## config.mk

```make
export PLATFORM = sky130hd
export DESIGN_NAME = uart_rx_buffered
export DESIGN_NICKNAME = d
export VERILOG_FILES = /design/src/rtl/uart_pkg.sv /design/src/rtl/uart_rx_fifo.sv /design/src/rtl/uart_rx_buffered.sv
export SDC_FILE = /design/constraint.sdc
export NUM_CORES = 1
export LEC_CHECK = 0
export BUFFER_PORTS_ARGS = -buffer_cell sky130_fd_sc_hd__clkbuf_2
export CORE_AREA = 4 4 76 78
export DETAILED_ROUTE_END_ITERATION = 16
export DIE_AREA = 0 0 80 82
export PLACE_DENSITY_LB_ADDON = 0.3
export RECOVER_POWER = 50
export SYNTH_ARGS = -nofsm -noshare
export SYNTH_HDL_FRONTEND = slang
export SYNTH_SLANG_ARGS = --single-unit
```

## constraint.sdc

```tcl
create_clock -name clk -period 6.7 [get_ports clk]
set_clock_uncertainty 0.2 [all_clocks]
set_input_delay 0.67 -clock clk [delete_from_list [all_inputs] [get_ports clk]]
set_output_delay 0.67 -clock clk [all_outputs]
set_load 0.01 [all_outputs]
```

## src/rtl/uart_pkg.sv

```systemverilog
// Shared UART definitions: receive FSM states, frame width, FIFO entry layout
// and the even-parity helper used by both the receiver and the transmitter.
package uart_pkg;

   typedef enum logic [2:0] {
      IDLE,
      START,
      DATA,
      PARITY,
      STOP
   } rx_state_t;

   localparam int FRAME_BITS = 8;

   // FIFO entry: {frame_err, parity_err, data}
   localparam int ENTRY_W    = FRAME_BITS + 2;
   localparam int ENTRY_FERR = FRAME_BITS + 1;
   localparam int ENTRY_PERR = FRAME_BITS;

   // Parity bit value that makes the total count of ones even.
   function automatic logic even_parity(input logic [FRAME_BITS-1:0] d);
      return ^d;
   endfunction

endpackage

```

## src/rtl/uart_rx_fifo.sv

```systemverilog
// Receive FIFO: registered write, head-of-queue read, wrap-bit pointers.
// A push while full is accepted only when a pop happens on the same clk.
module uart_rx_fifo #(
   parameter int DEPTH = 4,
   parameter int WIDTH = 10
) (
   input  logic             clk,
   input  logic             resetN,
   input  logic             push,
   input  logic [WIDTH-1:0] wdata,
   input  logic             pop,
   output logic [WIDTH-1:0] rdata,
   output logic             empty,
   output logic             full
);

   localparam int AW = $clog2(DEPTH);

   logic [WIDTH-1:0] mem [DEPTH];
   logic [AW:0]      wr_ptr;
   logic [AW:0]      rd_ptr;
   logic             do_push;
   logic             do_pop;

   assign empty   = (wr_ptr == rd_ptr);
   assign full    = (wr_ptr[AW] != rd_ptr[AW]) && (wr_ptr[AW-1:0] == rd_ptr[AW-1:0]);
   assign do_pop  = pop && !empty;
   assign do_push = push && (!full || do_pop);

   always_ff @(posedge clk) begin
      if (!resetN) begin
         wr_ptr <= '0;
         rd_ptr <= '0;
      end else begin
         if (do_push) wr_ptr <= wr_ptr + 1'b1;
         if (do_pop)  rd_ptr <= rd_ptr + 1'b1;
      end
   end

   always_ff @(posedge clk) begin
      if (do_push) mem[wr_ptr[AW-1:0]] <= wdata;
   end

   // Head is forced to zero while empty so stale entries never leak out.
   assign rdata = empty ? '0 : mem[rd_ptr[AW-1:0]];

endmodule

```

## src/rtl/uart_rx_buffered.sv

```systemverilog
// Oversampling 8N1/8E1 UART receiver feeding a small valid/ready FIFO,
// with a sticky overrun flag for frames dropped while the FIFO is full.
//
// state  | meaning
// IDLE   | line idle, waiting for rxs=0 on a tick
// START  | counting to mid start bit to confirm it
// DATA   | sampling 8 data bits LSB first at end of each bit period
// PARITY | sampling the even-parity bit
// STOP   | sampling the stop bit, pushing the entry
module uart_rx_buffered
   import uart_pkg::*;
#(
   parameter int OVERSAMPLE = 16,
   parameter int PARITY_EN  = 1,
   parameter int DEPTH      = 4
) (
   input  logic       clk,
   input  logic       resetN,
   input  logic       rx_en,
   input  logic       rx,
   output logic [7:0] data_out,
   output logic       parity_err,
   output logic       frame_err,
   output logic       valid,
   input  logic       ready,
   output logic       overrun,
   input  logic       ovr_clr,
   output logic       busy
);

   localparam int            TW     = $clog2(OVERSAMPLE);
   localparam logic [TW-1:0] T_LAST = TW'(OVERSAMPLE - 1);
   localparam logic [TW-1:0] T_MID  = TW'(OVERSAMPLE / 2 - 1);
   localparam logic [2:0]    B_LAST = 3'(FRAME_BITS - 1);

   rx_state_t             state, state_n;
   logic [TW-1:0]         tcnt, tcnt_n;
   logic [2:0]            bitcnt, bitcnt_n;
   logic [FRAME_BITS-1:0] shreg, shreg_n;
   logic                  perr_q, perr_n;
   logic                  rx_meta, rxs;
   logic                  push;
   logic [ENTRY_W-1:0]    push_data;
   logic [ENTRY_W-1:0]    head;
   logic                  empty, full;
   logic                  ovr_set;

   always_ff @(posedge clk) begin
      if (!resetN) begin
         rx_meta <= 1'b1;
         rxs     <= 1'b1;
         state   <= IDLE;
         tcnt    <= '0;
         bitcnt  <= '0;
         shreg   <= '0;
         perr_q  <= 1'b0;
      end else begin
         rx_meta <= rx;
         rxs     <= rx_meta;
         state   <= state_n;
         tcnt    <= tcnt_n;
         bitcnt  <= bitcnt_n;
         shreg   <= shreg_n;
         perr_q  <= perr_n;
      end
   end

   always_comb begin
      state_n   = state;
      tcnt_n    = tcnt;
      bitcnt_n  = bitcnt;
      shreg_n   = shreg;
      perr_n    = perr_q;
      push      = 1'b0;
      push_data = {~rxs, perr_q, shreg};
      if (rx_en) begin
         case (state)
            IDLE: begin
               if (!rxs) begin
                  state_n = START;
                  tcnt_n  = '0;
               end
            end
            START: begin
               if (tcnt == T_MID) begin
                  tcnt_n   = '0;
                  bitcnt_n = '0;
                  perr_n   = 1'b0;
                  state_n  = rxs ? IDLE : DATA;
               end else begin
                  tcnt_n = tcnt + 1'b1;
               end
            end
            DATA: begin
               if (tcnt == T_LAST) begin
                  tcnt_n   = '0;
                  shreg_n  = {rxs, shreg[FRAME_BITS-1:1]};
                  bitcnt_n = bitcnt + 3'd1;
                  if (bitcnt == B_LAST) state_n = (PARITY_EN != 0) ? PARITY : STOP;
               end else begin
                  tcnt_n = tcnt + 1'b1;
               end
            end
            PARITY: begin
               if (tcnt == T_LAST) begin
                  tcnt_n  = '0;
                  perr_n  = rxs ^ even_parity(shreg);
                  state_n = STOP;
               end else begin
                  tcnt_n = tcnt + 1'b1;
               end
            end
            STOP: begin
               if (tcnt == T_LAST) begin
                  tcnt_n  = '0;
                  push    = 1'b1;
                  state_n = IDLE;
               end else begin
                  tcnt_n = tcnt + 1'b1;
               end
            end
            default: begin
               state_n = IDLE;
               tcnt_n  = '0;
            end
         endcase
      end
   end

   uart_rx_fifo #(
      .DEPTH (DEPTH),
      .WIDTH (ENTRY_W)
   ) u_fifo (
      .clk    (clk),
      .resetN (resetN),
      .push   (push),
      .wdata  (push_data),
      .pop    (ready),
      .rdata  (head),
      .empty  (empty),
      .full   (full)
   );

   assign valid      = !empty;
   assign data_out   = head[FRAME_BITS-1:0];
   assign parity_err = head[ENTRY_PERR];
   assign frame_err  = head[ENTRY_FERR];
   assign busy       = (state != IDLE);

   // A same-clk pop frees a slot, so only push-while-full-without-pop drops.
   assign ovr_set = push && full && !(ready && valid);

   always_ff @(posedge clk) begin
      if (!resetN)      overrun <= 1'b0;
      else if (ovr_set) overrun <= 1'b1;
      else if (ovr_clr) overrun <= 1'b0;
   end

endmodule

```

==> results.txt, run 1 <==
The kind of capture point of the worst setup path is a primary output. For this design, the slowest cell found on the critical path is dfxtp_1. The area overhead of the layout relative to synthesis is 9.98%. The relative max-transition margin is 0.393. The instance count of the mapped netlist is 229. Counting instances, the worst hold path has a depth of 1. In this run the worst hold path is classified as reg -> reg. TritonCTS built the clock tree.

The number of different library cells in the post-synthesis netlist came out at 39. For this block, the via count after detailed routing is 1748. The first-pass GRT wire length came out at 8.61 mm. Once detail routing completed, the nets flagged for antenna violations numbered 0. The layout has 409 filler cells.

The post-route clock period utilization came out at 0.423. The number of slew-limit violations in the final report came out at 0. The initial antenna violation count came out at 0. In the synthesized netlist the dominant register cell turns out to be edfxtp_1. The average detailed-routed wire length per instance is 15.4 um.

The clock latency at the later pin of the worst-skew pair is 0.34 ns. The initial standard-cell utilization of the core came out at 0.596. The maximum number of buffers from clock root to sink came out at 2. Setup repair after global routing left no endpoint under its margin. The die extent in y came out at 82 um. The number of placement rows is 26. The number of gates resized after cts came out at 0. The upper clock frequency limit is 353 MHz. The count of max-cap constraint violations is 0. The number of sinks handled by clock tree synthesis came out at 70. The share of async-settable or async-resettable flops after synthesis is 0. In the post-synthesis netlist, the biggest area contributors are edfxtp_1, dfxtp_1, mux4_2.

The global routing usage summed across all routing layers came out at 0.179. The number of hold violations in the final report came out at 0. The cell area after synthesis came out at 3020 sq um. The final estimated routing congestion in global placement came out at 0.749. The depth of the worst register-to-register path came out at 5. The floorplan step defined a core boundary enclosing 5070 sq um. Along the worst path, the maximum fanout reaches 10. The buffer count from post-CTS setup fixing is 0. The power density normalized to cell area came out at 240 nW/um^2. The number of global-route vias before repair is 1774.

The worst-case vdd ir drop is 0.131 mV. The flip-flop and latch count after synthesis is 70. The sequential element share of the synthesized area is 0.596.

For this block, the initial DRC count from the detailed router was 126. By count the netlist is led by edfxtp_1, dfxtp_1, nor2_1. The number of top-level design ports came out at 19. The largest net degree at the start of global routing came out at 26. The worst setup path is of the reg -> out kind. Of the post-synthesis cell area, the dominant cell type holds 0.397. The number of synthesis warnings is 0.

Among all cell types in the netlist, the one instantiated most often is edfxtp_1. The antenna diode count is 0. The endpoint arrival time on the critical path came out at 1.96 ns. The synthesized net count is 243. The flop-to-flop setup slack is 4.17 ns. The number of clock buffers inserted by TritonCTS is 9.

The post-synthesis average cell area came out at 13.2 sq um. The worst hold path terminates at rxs. After routing, the total negative slack on setup checks comes to 0 ns. The count of flip-flops with a built-in enable after synthesis came out at 40.

Data on the critical path is required at its endpoint by 5.83 ns. The final-stage net count is 262. The startpoint kind of the worst setup timing path is a register. The flow ran to the end, and the final reports show no timing, DRC or antenna violations.

For the pin with the worst max-slew slack, the measured transition is 0.901 ns. The DRC violation count after routing is 0. The cell sitting at the root of the clock tree is a clkbuf_8. The critical path goes through mux4_2 > and2_1 > clkbuf_2. Summed over all cells, the static leakage comes to 1.27 nW.

The total wirelength of the detailed-routed design came out at 4.98 mm. After clock tree synthesis, the clock-pin slew on the worst setup and hold paths is 0.07 ns. The terminus of the critical flop-to-flop path is u_fifo.mem[2][3].

The clock tree synthesis step divided the H-tree into 3 levels. The final period demand of the worst path came out at 2.83 ns. The vias per cell is 5.41. During placement, the flow inserted port buffers numbering 18. The number of buffers added to fix hold violations after cts is 0. The final number of setup-violating endpoints came out at 0. The die width is 80 um.

The total half-perimeter wirelength after legalization and detailed placement came out at 3.34 mm. The floorplan step defined a die boundary enclosing 6560 sq um. The proportion of layout cells with a drive suffix above 1 came out at 0.170.

The number of iterations in the first detailed-routing pass is 4. edfxtp_1 takes more of the synthesized area than any other cell. In this run the most critical hold path is launched from rx_meta.

The total power after layout came out at 798 uW. The overflow left after global routing is 0. Together, buffers and inverters on the worst path number 1. The start of the worst register-to-register path is tcnt[0]. The delay of the slowest critical-path stage came out at 0.74 ns.

Among cell families on the critical path, the largest total delay comes from flip-flops.
-- stage by stage --
step / hold slack [ns] / std cells / instance area, sq um / util / worst slack, ns
CTS: 0.208 / 323 / 3340 / 0.657 / 3.80
global placement: 0.189 / 307 / 3140 / 0.619 / 4.12
detailed placement: 0.192 / 307 / 3140 / 0.619 / 4.01
finish: 0.207 / 323 / 3320 / 0.655 / 3.87
floorplan: 0.186 / 229 / 3020 / - / 4.52
global route: 0.229 / 323 / 3320 / 0.655 / 3.71
-- power breakdown --
group / switching, mW / internal, mW / leakage (nW)
clock: 0.151 / 0.181 / 0.0964
sequential: 0.00147 / 0.450 / 0.679
combinational: 0.00915 / 0.00466 / 0.492
-- worst max-delay path by stage --
| stage | to | slack, ns | cells past startpoint |
|---|---|---|---|
| after floorplan | data_out[0] | 4.52 | 4 |
| after global placement | u_fifo.mem[2][1] | 4.12 | 5 |
| after detailed placement | u_fifo.mem[2][1] | 4.01 | 5 |
| after CTS | data_out[2] | 3.80 | 3 |
| after global routing | data_out[2] | 3.71 | 3 |
| final | data_out[2] | 3.87 | 3 |
-- routing by layer --
layer / vias up / GRT usage / wire [um]
met3: 9 / 0.0559 / 189
met5: - / 0 / 0
li1: 871 / - / -
met1: 838 / 0.231 / 2360
met4: 0 / 0.0760 / 87
met2: 30 / 0.281 / 2340
-- layout make-up --
class                           instances  area, sq um  area share
Inverter                                5         18.8     0.00565
Clock inverter                          4         47.5      0.0143
Timing Repair Buffer                   18         87.6      0.0263
Multi-Input combinational cell        144         1140       0.342
Clock buffer                           12          145      0.0437
Tap cell                               70         87.6      0.0263
Sequential cell                        70         1800       0.542
-- state kept, by name (all words and copies together), names as in the netlist, named ones only --
register,count
overrun,1
u_fifo.mem,40
shreg,8
rx_meta,1
tcnt,4
rxs,1
u_fifo.rd_ptr,3
state,3
u_fifo.wr_ptr,3
bitcnt,3
perr_q,1
-- logic make-up after synthesis --
family | after synthesis | share of synthesized area
AOI/OAI and AO/OA | 24 | 0.0488
xor gates and xnor gates | 16 | 0.0464
adders and majority gates | 8 | 0.0331
buffers and inverters | 15 | 0.0252
DFF | 70 | 0.596
muxes | 19 | 0.104
and+or+nand+nor | 77 | 0.146
-- layout by cell type (no fill, tap or decap), types with 3 or more instances in the layout --
cell and instances:
xor2_1 6, mux2i_1 9, ha_1 8, o21ai_0 6, nand4_1 4, or3_1 4
clkbuf_2 16, xnor2_1 10, and3_1 3, nor2_1 19, edfxtp_1 40, clkbuf_8 10
inv_1 5, mux4_2 10, nand2_1 7, dfxtp_1 30, nand2b_1 8, and2_1 14
nand3_1 7, clkbuf_1 4, a21oi_1 11
Note: power is estimated with default switching activity, not from simulation.
==> inputs of run 2 (changes only) <==
--- a/config.mk
+++ b/config.mk
@@ -6,9 +6,9 @@
 export NUM_CORES = 1
 export LEC_CHECK = 0
 export BUFFER_PORTS_ARGS = -buffer_cell sky130_fd_sc_hd__clkbuf_2
-export CORE_AREA = 4 4 76 78
+export CORE_AREA = 4 4 77 79
 export DETAILED_ROUTE_END_ITERATION = 16
-export DIE_AREA = 0 0 80 82
+export DIE_AREA = 0 0 81 83
 export PLACE_DENSITY_LB_ADDON = 0.3
 export RECOVER_POWER = 50
 export SYNTH_ARGS = -nofsm -noshare
==> constraint.sdc (replaced) <==
create_clock -name clk -period 2.95 [get_ports clk]
set_clock_uncertainty 0.2 [all_clocks]
set_input_delay 0.295 -clock clk [delete_from_list [all_inputs] [get_ports clk]]
set_output_delay 0.295 -clock clk [all_outputs]
set_load 0.01 [all_outputs]
==> run 2 against run 1 <==
- non-clock buffer count is 4 higher
- register-to-register slack worse by 3.7 ns
- core utilization is 2.2 points lower
- global-route usage is 0.76 points lower
- die area is 2.5% higher
- sequential share of layout area is 0.86 points lower
- sequential cell count stayed put
- critical path type is now reg -> reg
- largest power group unchanged
==> results.txt, run 2 (synthesized netlist as in run 1, its figures left out) <==
The kind of path behind the tightest hold check is in -> reg. From synthesis to final layout, the design area changed by 11.8%. In the final routed layout, each cell accounts on average for 15.5 um.

STA classifies the critical path startpoint as a register. The total vias in the final route came out at 1787. Once layout is complete, the utilization of the core stands at 0.633. In the final design database the tool counted 266 nets. The transition time at the pin with the least slew margin is 0.864 ns.

In this run the most used layer during global routing was met2. The final number of setup-violating endpoints is 0. Adding up every negative setup slack in the final design gives 0 ns. The endpoint arrival time on the critical path came out at 2.27 ns. In this run the static leakage power is 1.27 nW.

The kind of cell with the highest combined delay along the critical path is simple AND/OR/NAND/NOR gates. The number of DRC markers after the initial detailed-route iteration came out at 115. The die extent in y came out at 83 um. Walking the worst path, the cells encountered are ha_1 > and3_1 > nand4_1 > nor2_1 > and2_1. Registers take 1800 sq um. The minimum setup slack after placement came out at 0.455 ns. The total placed instance area is 3150 sq um. The upper clock frequency limit came out at 400 MHz. The first-pass GRT wire length came out at 8.71 mm.

The most common library cell in the layout ignoring fill and taps is edfxtp_1. The quantity of I/O buffers inserted on ports is 18. The clock latency at the later pin of the worst-skew pair is 0.33 ns.

The worst min-delay path startpoint is ovr_clr. In the layout the commonest cells are edfxtp_1, dfxtp_1, nor2_1. The flow ran to the end, and the final reports show no timing, DRC or antenna violations. For this design, the CTS-stage hold fixing added 3 buffers. The floorplan has 27 rows. The tree is rooted in a clkbuf_8. The met2 capacity usage during global routing is 0.278. The H-tree generated during clock tree synthesis spans 3 levels. The number of iterations in the first detailed-routing pass is 4. The count of max-cap constraint violations is 0.

Together, buffers and inverters on the worst path number 0. The DRC violation count after routing is 0. The final period demand of the worst path is 2.50 ns. The final estimated routing congestion in global placement came out at 0.819. The register with the most flip-flops in the layout has 40 of them. TritonCTS built the clock tree. The number of hold violations in the final report is 0. The vias per cell is 5.43.

Gates resized during post-CTS repair numbered 0. The endpoint required time on the critical path is 2.72 ns. The largest fanout of any net on the critical path came out at 10. The overflow left after global routing came out at 0. The remaining antenna violation count after routing came out at 0. The number of clock buffers inserted by TritonCTS is 9. The start of the worst register-to-register path is tcnt[0]. The core outline area is 5340 sq um. The power density normalized to cell area came out at 554 nW/um^2.

The delay of the slowest critical-path stage is 0.51 ns. Counting tap cells, the placed design contains a total of 310 instances. VDD sags by at most 0.345 mV. The initial antenna violation count is 0. Clock tree synthesis found a total of 70 sinks. The global routing usage summed across all routing layers came out at 0.171. STA classifies the critical path endpoint as a register.

Measured against its own limit, the worst slew margin works out to 0.418. The critical setup path kind is reg -> reg. Clock-pin slew was measured on the worst setup and hold paths at 0.07 ns.

The buffer count from post-CTS setup fixing came out at 0. In this run the count of I/O pins placed on the die edge is 19. The proportion of layout cells with a drive suffix above 1 came out at 0.163.

The global-route track usage on met3 is 0.0390. The largest net degree at the start of global routing is 26. The number of fill cells is 449. The antenna diode count came out at 0. In this run the horizontal extent of the chip is 81 um. Power comes to 1.87 mW. The total wirelength of the detailed-routed design came out at 5.10 mm. Setup repair after global routing left no endpoint under its margin. The number of slew-limit violations in the final report was 0. For this design, the slowest cell found on the critical path is and2_1. The worst hold slack across all endpoints is 0.0196 ns. The maximum number of buffers from clock root to sink came out at 2. The area of combinational cells with multiple inputs came out at 1130 sq um. Detailed placement finished with a half-perimeter wire length of 3.27 mm.

The worst path meets setup with 0.449 ns of slack. The initial standard-cell utilization of the core came out at 0.566. After the flow finishes, the layout carries non-filler instances totaling 329. The met1 demand-to-capacity share in global routing is 0.221. The number of global-route vias before repair is 1788.

The floorplan die area came out at 6720 sq um. The post-route clock period utilization is 0.848. In this run the worst setup path begins at tcnt[0]. The final non-filler cell area is 3380 sq um.
run 2: changes by cell type in the layout (fill, tap and decap cells not counted), sizes merged:
cell	previous run	this run
bufinv	1	2
clkbuf	30	27
buf	0	1
clkinv	2	4
dlygate4sd3	0	3
run 2: worst paths after layout:
| check | endpoint | slack [ns] | depth (start not counted) |
|---|---|---|---|
| worst max-delay path | u_fifo.mem[1][3] | 0.45 | 5 |
| worst min-delay path | overrun | 0.02 | 3 |
| worst max register to register | u_fifo.mem[1][3] | 0.45 | 5 |
| worst min register to register | rxs | 0.21 | 1 |
run 2: area by class of cell:
cell class | count | share of cell area
multi-input cells | 144 | 0.335
repair buffers | 22 | 0.0367
inverters | 5 | 0.00556
well taps | 72 | 0.0267
clock inverters | 7 | 0.0263
flip-flops and latches | 70 | 0.533
clock buffers | 9 | 0.0367
run 2: power by group:
part           internal (mW)  leakage [nW]  switching (mW)
logic                 0.0130         0.503          0.0208
clock network          0.470         0.104           0.343
registers               1.02         0.660         0.00340
total                   1.51          1.27           0.367
run 2: worst min-delay path, cell delays in order:
cell	delay, ns
clkbuf_2	0.07
nand2b_1	0.08
a21oi_1	0.05
run 2: routing by layer:
metal	vias to the layer above	wire, um
li1	877	-
met1	864	2190
met2	41	2620
met3	5	231
met4	0	55
met5	-	0
